===== src/rtl/ctr_pkg.sv =====
// Shared defaults and wrap-mode encoding for the parameterised saturating counter.
package ctr_pkg;

   localparam int unsigned CTR_WIDTH_DEF = 3;
   localparam int unsigned CTR_MAX_DEF   = 5;

   typedef enum logic {
      CTR_SAT  = 1'b0,
      CTR_WRAP = 1'b1
   } wrap_mode_e;

endpackage


===== src/rtl/ctr_next.sv =====
// Next-state logic for the counter: priority ctr_rst > load > en > hold.
module ctr_next
   import ctr_pkg::*;
#(
   parameter int unsigned WIDTH = CTR_WIDTH_DEF,
   parameter int unsigned MAX   = CTR_MAX_DEF,
   parameter bit          WRAP  = CTR_SAT
) (
   input  logic [WIDTH-1:0] cnt_i,
   input  logic             err_i,
   input  logic             ctr_rst_i,
   input  logic             load_i,
   input  logic [WIDTH-1:0] load_val_i,
   input  logic             en_i,
   input  logic             up_i,
   output logic [WIDTH-1:0] cnt_o,
   output logic             ovf_o,
   output logic             err_o
);

   localparam logic [WIDTH-1:0] MAX_W = WIDTH'(MAX);
   localparam wrap_mode_e       MODE  = wrap_mode_e'(WRAP);

   // Bounds are tested by equality before stepping, so MAX = 2^WIDTH-1 never carries out.
   always_comb begin
      cnt_o = cnt_i;
      ovf_o = 1'b0;
      err_o = err_i;
      if (ctr_rst_i) begin
         cnt_o = '0;
         err_o = 1'b0;
      end else if (load_i) begin
         if (load_val_i > MAX_W) begin
            err_o = 1'b1;
         end else begin
            cnt_o = load_val_i;
         end
      end else if (en_i) begin
         if (up_i) begin
            if (cnt_i == MAX_W) begin
               ovf_o = 1'b1;
               cnt_o = (MODE == CTR_WRAP) ? '0 : MAX_W;
            end else begin
               cnt_o = cnt_i + WIDTH'(1);
            end
         end else begin
            if (cnt_i == '0) begin
               ovf_o = 1'b1;
               cnt_o = (MODE == CTR_WRAP) ? MAX_W : '0;
            end else begin
               cnt_o = cnt_i - WIDTH'(1);
            end
         end
      end
   end

endmodule


===== src/rtl/dff.sv =====
// Single-bit register cell with asynchronous active-high clear.
module dff (
   input  logic clk,
   input  logic rst,
   input  logic d,
   output logic q
);

   always_ff @(posedge clk or posedge rst) begin
      if (rst) begin
         q <= 1'b0;
      end else begin
         q <= d;
      end
   end

endmodule


===== src/rtl/param_sat_ctr.sv =====
// Parameterised up/down counter with load, saturate-or-wrap bounds, overflow pulse and sticky load error.
module param_sat_ctr
   import ctr_pkg::*;
#(
   parameter int unsigned WIDTH = CTR_WIDTH_DEF,
   parameter int unsigned MAX   = CTR_MAX_DEF,
   parameter bit          WRAP  = CTR_SAT
) (
   input  logic             clk,
   input  logic             rst,
   input  logic             ctr_rst,
   input  logic             en,
   input  logic             up,
   input  logic             load,
   input  logic [WIDTH-1:0] load_val,
   output logic [WIDTH-1:0] out,
   output logic             at_max,
   output logic             at_zero,
   output logic             ovf,
   output logic             err
);

   localparam logic [WIDTH-1:0] MAX_W = WIDTH'(MAX);

   logic [WIDTH-1:0] cnt_q, cnt_d;
   logic             ovf_q, ovf_d;
   logic             err_q, err_d;

   ctr_next #(
      .WIDTH (WIDTH),
      .MAX   (MAX),
      .WRAP  (WRAP)
   ) u_next (
      .cnt_i      (cnt_q),
      .err_i      (err_q),
      .ctr_rst_i  (ctr_rst),
      .load_i     (load),
      .load_val_i (load_val),
      .en_i       (en),
      .up_i       (up),
      .cnt_o      (cnt_d),
      .ovf_o      (ovf_d),
      .err_o      (err_d)
   );

   for (genvar b = 0; b < WIDTH; b++) begin : g_cnt
      dff u_dff (
         .clk (clk),
         .rst (rst),
         .d   (cnt_d[b]),
         .q   (cnt_q[b])
      );
   end

   dff u_ovf (
      .clk (clk),
      .rst (rst),
      .d   (ovf_d),
      .q   (ovf_q)
   );

   dff u_err (
      .clk (clk),
      .rst (rst),
      .d   (err_d),
      .q   (err_q)
   );

   assign out     = cnt_q;
   assign ovf     = ovf_q;
   assign err     = err_q;
   assign at_max  = (cnt_q == MAX_W);
   assign at_zero = (cnt_q == '0);

endmodule


===== config.mk =====
export PLATFORM = sky130hd
export DESIGN_NAME = param_sat_ctr
export DESIGN_NICKNAME = d
export VERILOG_FILES = /design/src/rtl/ctr_pkg.sv /design/src/rtl/ctr_next.sv /design/src/rtl/dff.sv /design/src/rtl/param_sat_ctr.sv
export SDC_FILE = /design/constraint.sdc
export NUM_CORES = 1
export LEC_CHECK = 0
export CAP_MARGIN = 10
export CORE_AREA = 4 4 41 43
export DETAILED_ROUTE_END_ITERATION = 8
export DIE_AREA = 0 0 45 47
export HOLD_SLACK_MARGIN = 0.02
export PLACE_DENSITY_LB_ADDON = 0.1
export REMOVE_ABC_BUFFERS = 1
export SLEW_MARGIN = 20
export SYNTH_ARGS = -nofsm -noshare
export SYNTH_HDL_FRONTEND = slang
export SYNTH_SLANG_ARGS = --single-unit

===== constraint.sdc =====
create_clock -name clk -period 1.2 [get_ports clk]
set_clock_uncertainty 0.1 [all_clocks]
set_input_delay 0.24 -clock clk [delete_from_list [all_inputs] [get_ports clk]]
set_output_delay 0.24 -clock clk [all_outputs]
set_load 0.02 [all_outputs]

-- Word-level counts from Yosys, hierarchy flattened
Cells that the tools add are included.
- word-level logic and storage cells: 32
- bits of input ports: 9
- output and inout bits: 7
- register bits after elaboration: 5
- $lt $le $gt $ge: 1
- multiplexer cells: 16
- add/subtract/negate cells: 2
- reduce and logical (&&, ||, !) cells: 6
- equality and inequality tests: 2
- operators by type and width (operator ; count):
    3-bit 2-to-1 mux ; 7
    1-bit 2-to-1 mux ; 9
    2-bit AND reduction ; 2
    2-bit nonzero test ; 2
    3-bit by 1-bit adder with 3-bit output (second input constant) ; 1
    3-bit equality test (second input constant) ; 1
    3-bit > comparator (second input constant) ; 1
    3-bit logical NOT ; 1
    3-bit inequality test (second input constant) ; 1
    3-bit nonzero test ; 1
    3-bit by 1-bit subtractor with 3-bit output (second input constant) ; 1

-- Depth between registers and ports, before layout
- depth after elaboration: 6
- mapped depth: 4
- gate-level depth less buffers: 3

-- By module
A second synthesis with hierarchy kept.
- cells, all modules: 48
- area total of the unflattened synthesis: 399.1 um^2
- modules (own cells, without submodules) (module ; sequential area each (um^2) ; area each (um^2) ; times used ; cells each):
    ctr_next ; 0.0 ; 241.5 ; 1 ; 36
    dff ; 25.0 ; 28.8 ; 5 ; 2
    param_sat_ctr ; 0.0 ; 13.8 ; 1 ; 2

-- Least setup slack after synthesis
Ideal clock, no wire load.
- path type: flip-flop to flip-flop
- start point: register g_cnt[1].u_dff.q
- end point: register u_ovf.q
- buffers on the path: 1
- stages on the path, launching flop included: 5
- arrival time: 1317 ps
- slack: -303 ps
- required time: 1014 ps
- clock period less this slack: 1503 ps
- setup time: 86 ps
- cells stage by stage: dfrtp_1 buf_6 nor3_1 mux2i_1 nor3_1
- word-level cells in the longest chain between the ends: 6
- elaborated cells between the ends (all ways): 8
- classes of those cells: eq/ne (1); mux (6); reduce/logical (1)
- RTL lines (element ; RTL line ; text):
    start: declaration ; dff.sv:6 ; output logic q
    start signal: assignment ; dff.sv:11 ; q <= 1'b0;
    start signal: assignment ; dff.sv:13 ; q <= d;
    3-bit logical NOT ; n/a ;
    named net at_zero ; param_sat_ctr.sv:18 ; output logic at_zero,
    1-bit 2-to-1 mux ; ctr_next.sv:47 ; if (cnt_i == '0) begin
    1-bit 2-to-1 mux ; ctr_next.sv:39 ; if (up_i) begin
    1-bit 2-to-1 mux ; ctr_next.sv:38 ; end else if (en_i) begin
    1-bit 2-to-1 mux ; ctr_next.sv:32 ; end else if (load_i) begin
    1-bit 2-to-1 mux ; ctr_next.sv:29 ; if (ctr_rst_i) begin
    named net ovf_d ; param_sat_ctr.sv:26 ; logic ovf_q, ovf_d;
    end signal: assignment ; dff.sv:11 ;
    end signal: assignment ; dff.sv:13 ;
    end: declaration ; dff.sv:6 ;
The timed path passes the listed nets, and every way through them passes these cells.
A chain may end at the register's enable or synchronous reset.

-- Final worst setup path
- start point: register g_cnt[0].u_dff.q
- end point: output port at_max
- word-level cells in the longest chain between the ends: 1
- RTL lines (element ; RTL line ; text):
    start: declaration ; dff.sv:6 ;
    start signal: assignment ; dff.sv:11 ;
    start signal: assignment ; dff.sv:13 ;
    3-bit equality test ; param_sat_ctr.sv:72 ; assign at_max = (cnt_q == MAX_W);
    end: declaration ; param_sat_ctr.sv:17 ; output logic at_max,
Every way passes these cells.

==> flow_metrics.tcl <==
set metrics [dict create \
    outcome "finished, violations left" \
    synth_seq_area_share 0.267 \
    cp_num_buf_inv 1 \
    postLayoutSetupSlackWorst_ns -0.180 \
    finish.utilization 0.578 \
    cts_tree "yes" \
    routed-via-count 473 \
    yosysUniqueCellTypes 30 \
    yosys-top-cells-count "6 x inv_1, 5 x dfrtp_1, 4 x buf_6, 4 x nor2_1, 3 x buf_4" \
    final_cells 91 \
    maxCapViolations 0 \
    async_flop_share 1.00 \
    die_h_um 47 \
    worst-slew-pin-transition_ns 0.352 \
    crit_required_ns 0.86 \
    power_density_nw_per_um2 914 \
    post_drt_via_cell_ratio 5.20 \
    port_buffers 15 \
    dieArea_um2 2120 \
    cts_hold_buf 0 \
    synthFlopType "dfrtp_1" \
    drt-total-wl_um 1250 \
    cts_root_buf "clkbuf_4" \
    multi_input_area_um2 288 \
    grt_pass1_vias 455 \
    end_kind "output port" \
    cp_slowest_cell "dfrtp_2" \
    slew_viol_final 0 \
    ys_ff_latch 5 \
    rsz0062_at_grt "true" \
    arrival_ns 1.04 \
    synth_area_leaders "dfrtp_1 27%, buf_6 9.6%, buf_4 4.8%" \
    crit_fanout 4 \
    use_met1 0.150 \
    core_area_um2 1300 \
    synth_area_um2 468 \
    detail-route-antenna-nets 0 \
    clk_path_buf_depth 2 \
    cts.sinks 5 \
    area_delta_synth_final_pct 60.7 \
    antenna_found_initial 0 \
    start_kind "flip-flop" \
    crit_chain "and3b_2, buf_6" \
    min_path_type "in2async" \
    synth-edff-count 0 \
    die_w_um 45 \
    wire_per_inst_um 13.8 \
    clkLatencyLatePin_ns 0.24 \
    dp_hpwl_um 868 \
    ff_latch_area_um2 126 \
    ys.warnings.count 0 \
    drtPass1Iterations 4 \
    grt-busiest-layer "met2" \
    initial_utilization 0.360 \
    grt_overflow 0 \
    yosysMostFrequentCell "inv_1" \
    setup_viol 8 \
    crit_family "flip-flops" \
    grt_max_degree 10 \
    htree_num_levels 1 \
    final_nets 86 \
    period_minus_slack_ns 1.38 \
    slowest_delay_ns 0.43 \
    met3_usage 0.0153 \
    fin_total_pwr_mw 0.687 \
    cts_buffers 3 \
    dp.cells 84 \
    clk_pin_slew_ns 0.05 \
    post-synth-top-area-cell "dfrtp_1" \
    fillCellCount 134 \
    gp_congestion 0.769 \
    ioPinCount 16 \
    place_ws_ns -0.419 \
    drtIter0Drc 4 \
    rows 13 \
    grt_pass1_wl_um 1940 \
    violations "negative setup slack" \
    relSlewSlack 0.762 \
    grt.total_usage 0.128 \
    post-route-period-util 1.15 \
    avgSynthCellArea_um2 9.18 \
    vdd_ir_drop_max_v 0.000432 \
    timing.fmax_mhz 725 \
    antenna_cells 0 \
    fin_setup_tns_ns -0.827 \
    drive_above_1_share 0.513 \
    yosys.area.top_type_share 0.267 \
    path_class "reg2out" \
    power.leakage_nw 0.349 \
    grtUsageMet2 0.215 \
    syn_inst 51 \
    drc 0 \
    hold_viol 0 \
]
-- cells in the final DEF (no fill, tap or decap) --
master           instances
clkbuf_1                 1
a211o_1                  1
clkdlybuf4s50_1          5
nor4bb_2                 1
dfrtp_2                  1
a2111oi_2                1
nor3_2                   1
nand2b_1                 1
a211oi_2                 3
o21ai_1                  1
xor2_1                   1
mux2i_1                  1
a31oi_1                  1
buf_4                    9
nand3_1                  1
a31o_2                   1
nor3_1                   1
a21o_1                   1
inv_1                    5
nor4b_1                  1
or2_4                    1
dlymetal6s2s_1           1
nor2b_1                  1
a311o_1                  1
buf_6                   10
nor2_2                   1
dfrtp_1                  4
dlygate4sd2_1            2
nand4_1                  1
inv_2                    1
buf_2                    2
and3b_2                  1
a21oi_1                  2
nor2_1                   3
nand2b_4                 1
o311ai_4                 1
nand3_2                  1
a41o_1                   1
clkbuf_4                 3
-- metrics by stage --
| step | hold slack, ns | cell area, um2 |
|---|---|---|
| global route | 0.121 | 752 |
| detailed placement | 0.362 | 647 |
| floorplan | -0.0815 | 395 |
| global placement | 0.358 | 647 |
| CTS | 0.109 | 687 |
| finish | 0.101 | 752 |
-- power breakdown --
part | switching (mW) | leakage, nW | internal (mW)
registers | 0.0127 | 0.0656 | 0.182
logic | 0.136 | 0.269 | 0.155
clock network | 0.0755 | 0.0150 | 0.126
-- per-layer routing --
layer  vias up  routed length (um)
li1        229                   -
met1       227                 530
met2        14                 637
met3         3                  70
met4         0                  14
met5         -                   0
-- layout make-up --
class | count | share of cell area
Clock buffer | 4 | 0.0349
Sequential cell | 5 | 0.168
Timing Repair Buffer | 29 | 0.359
Multi-Input combinational cell | 32 | 0.383
Inverter | 6 | 0.0300
Tap cell | 15 | 0.0250
-- path summary, 6_finish.rpt --
path	end	from	depth (start not counted)	slack (ns)
max in group asynchronous	g_cnt[0].u_dff.q$_DFFE_PP0P_	rst	2	0.71
worst min register to register	u_err.q$_DFFE_PP0P_	u_err.q$_DFFE_PP0P_	2	0.41
worst max-delay path	at_max	g_cnt[0].u_dff.q$_DFFE_PP0P_	2	-0.18
worst min-delay path	u_err.q$_DFFE_PP0P_	rst	2	0.10
min in group clk	u_ovf.q$_DFF_PP0_	en	4	0.34
worst max register to register	g_cnt[1].u_dff.q$_DFFE_PP0P_	g_cnt[0].u_dff.q$_DFFE_PP0P_	4	-0.13
-- timing repair --
action / CTS / global route
setup endpoints to repair: 12 / 8
buffers inserted: 1 / 2
pin swaps: 2 / 6
gates resized for setup: 45 / 13
-- flip-flops by register name (all words and copies together) (netlist names) --
register and count:
g_cnt.u_dff.q 3, u_err.q 1, u_ovf.q 1
-- logic make-up after synthesis --
| group | Yosys count | synth area share |
|---|---|---|
| buffers and inverters | 14 | 0.203 |
| XOR/XNOR | 1 | 0.0187 |
| multiplexers | 1 | 0.0214 |
| AND/OR/NAND/NOR | 16 | 0.238 |
| flip-flops | 5 | 0.267 |
| AO/OA/AOI/OAI | 14 | 0.251 |
(Power assumes the default switching activity.)
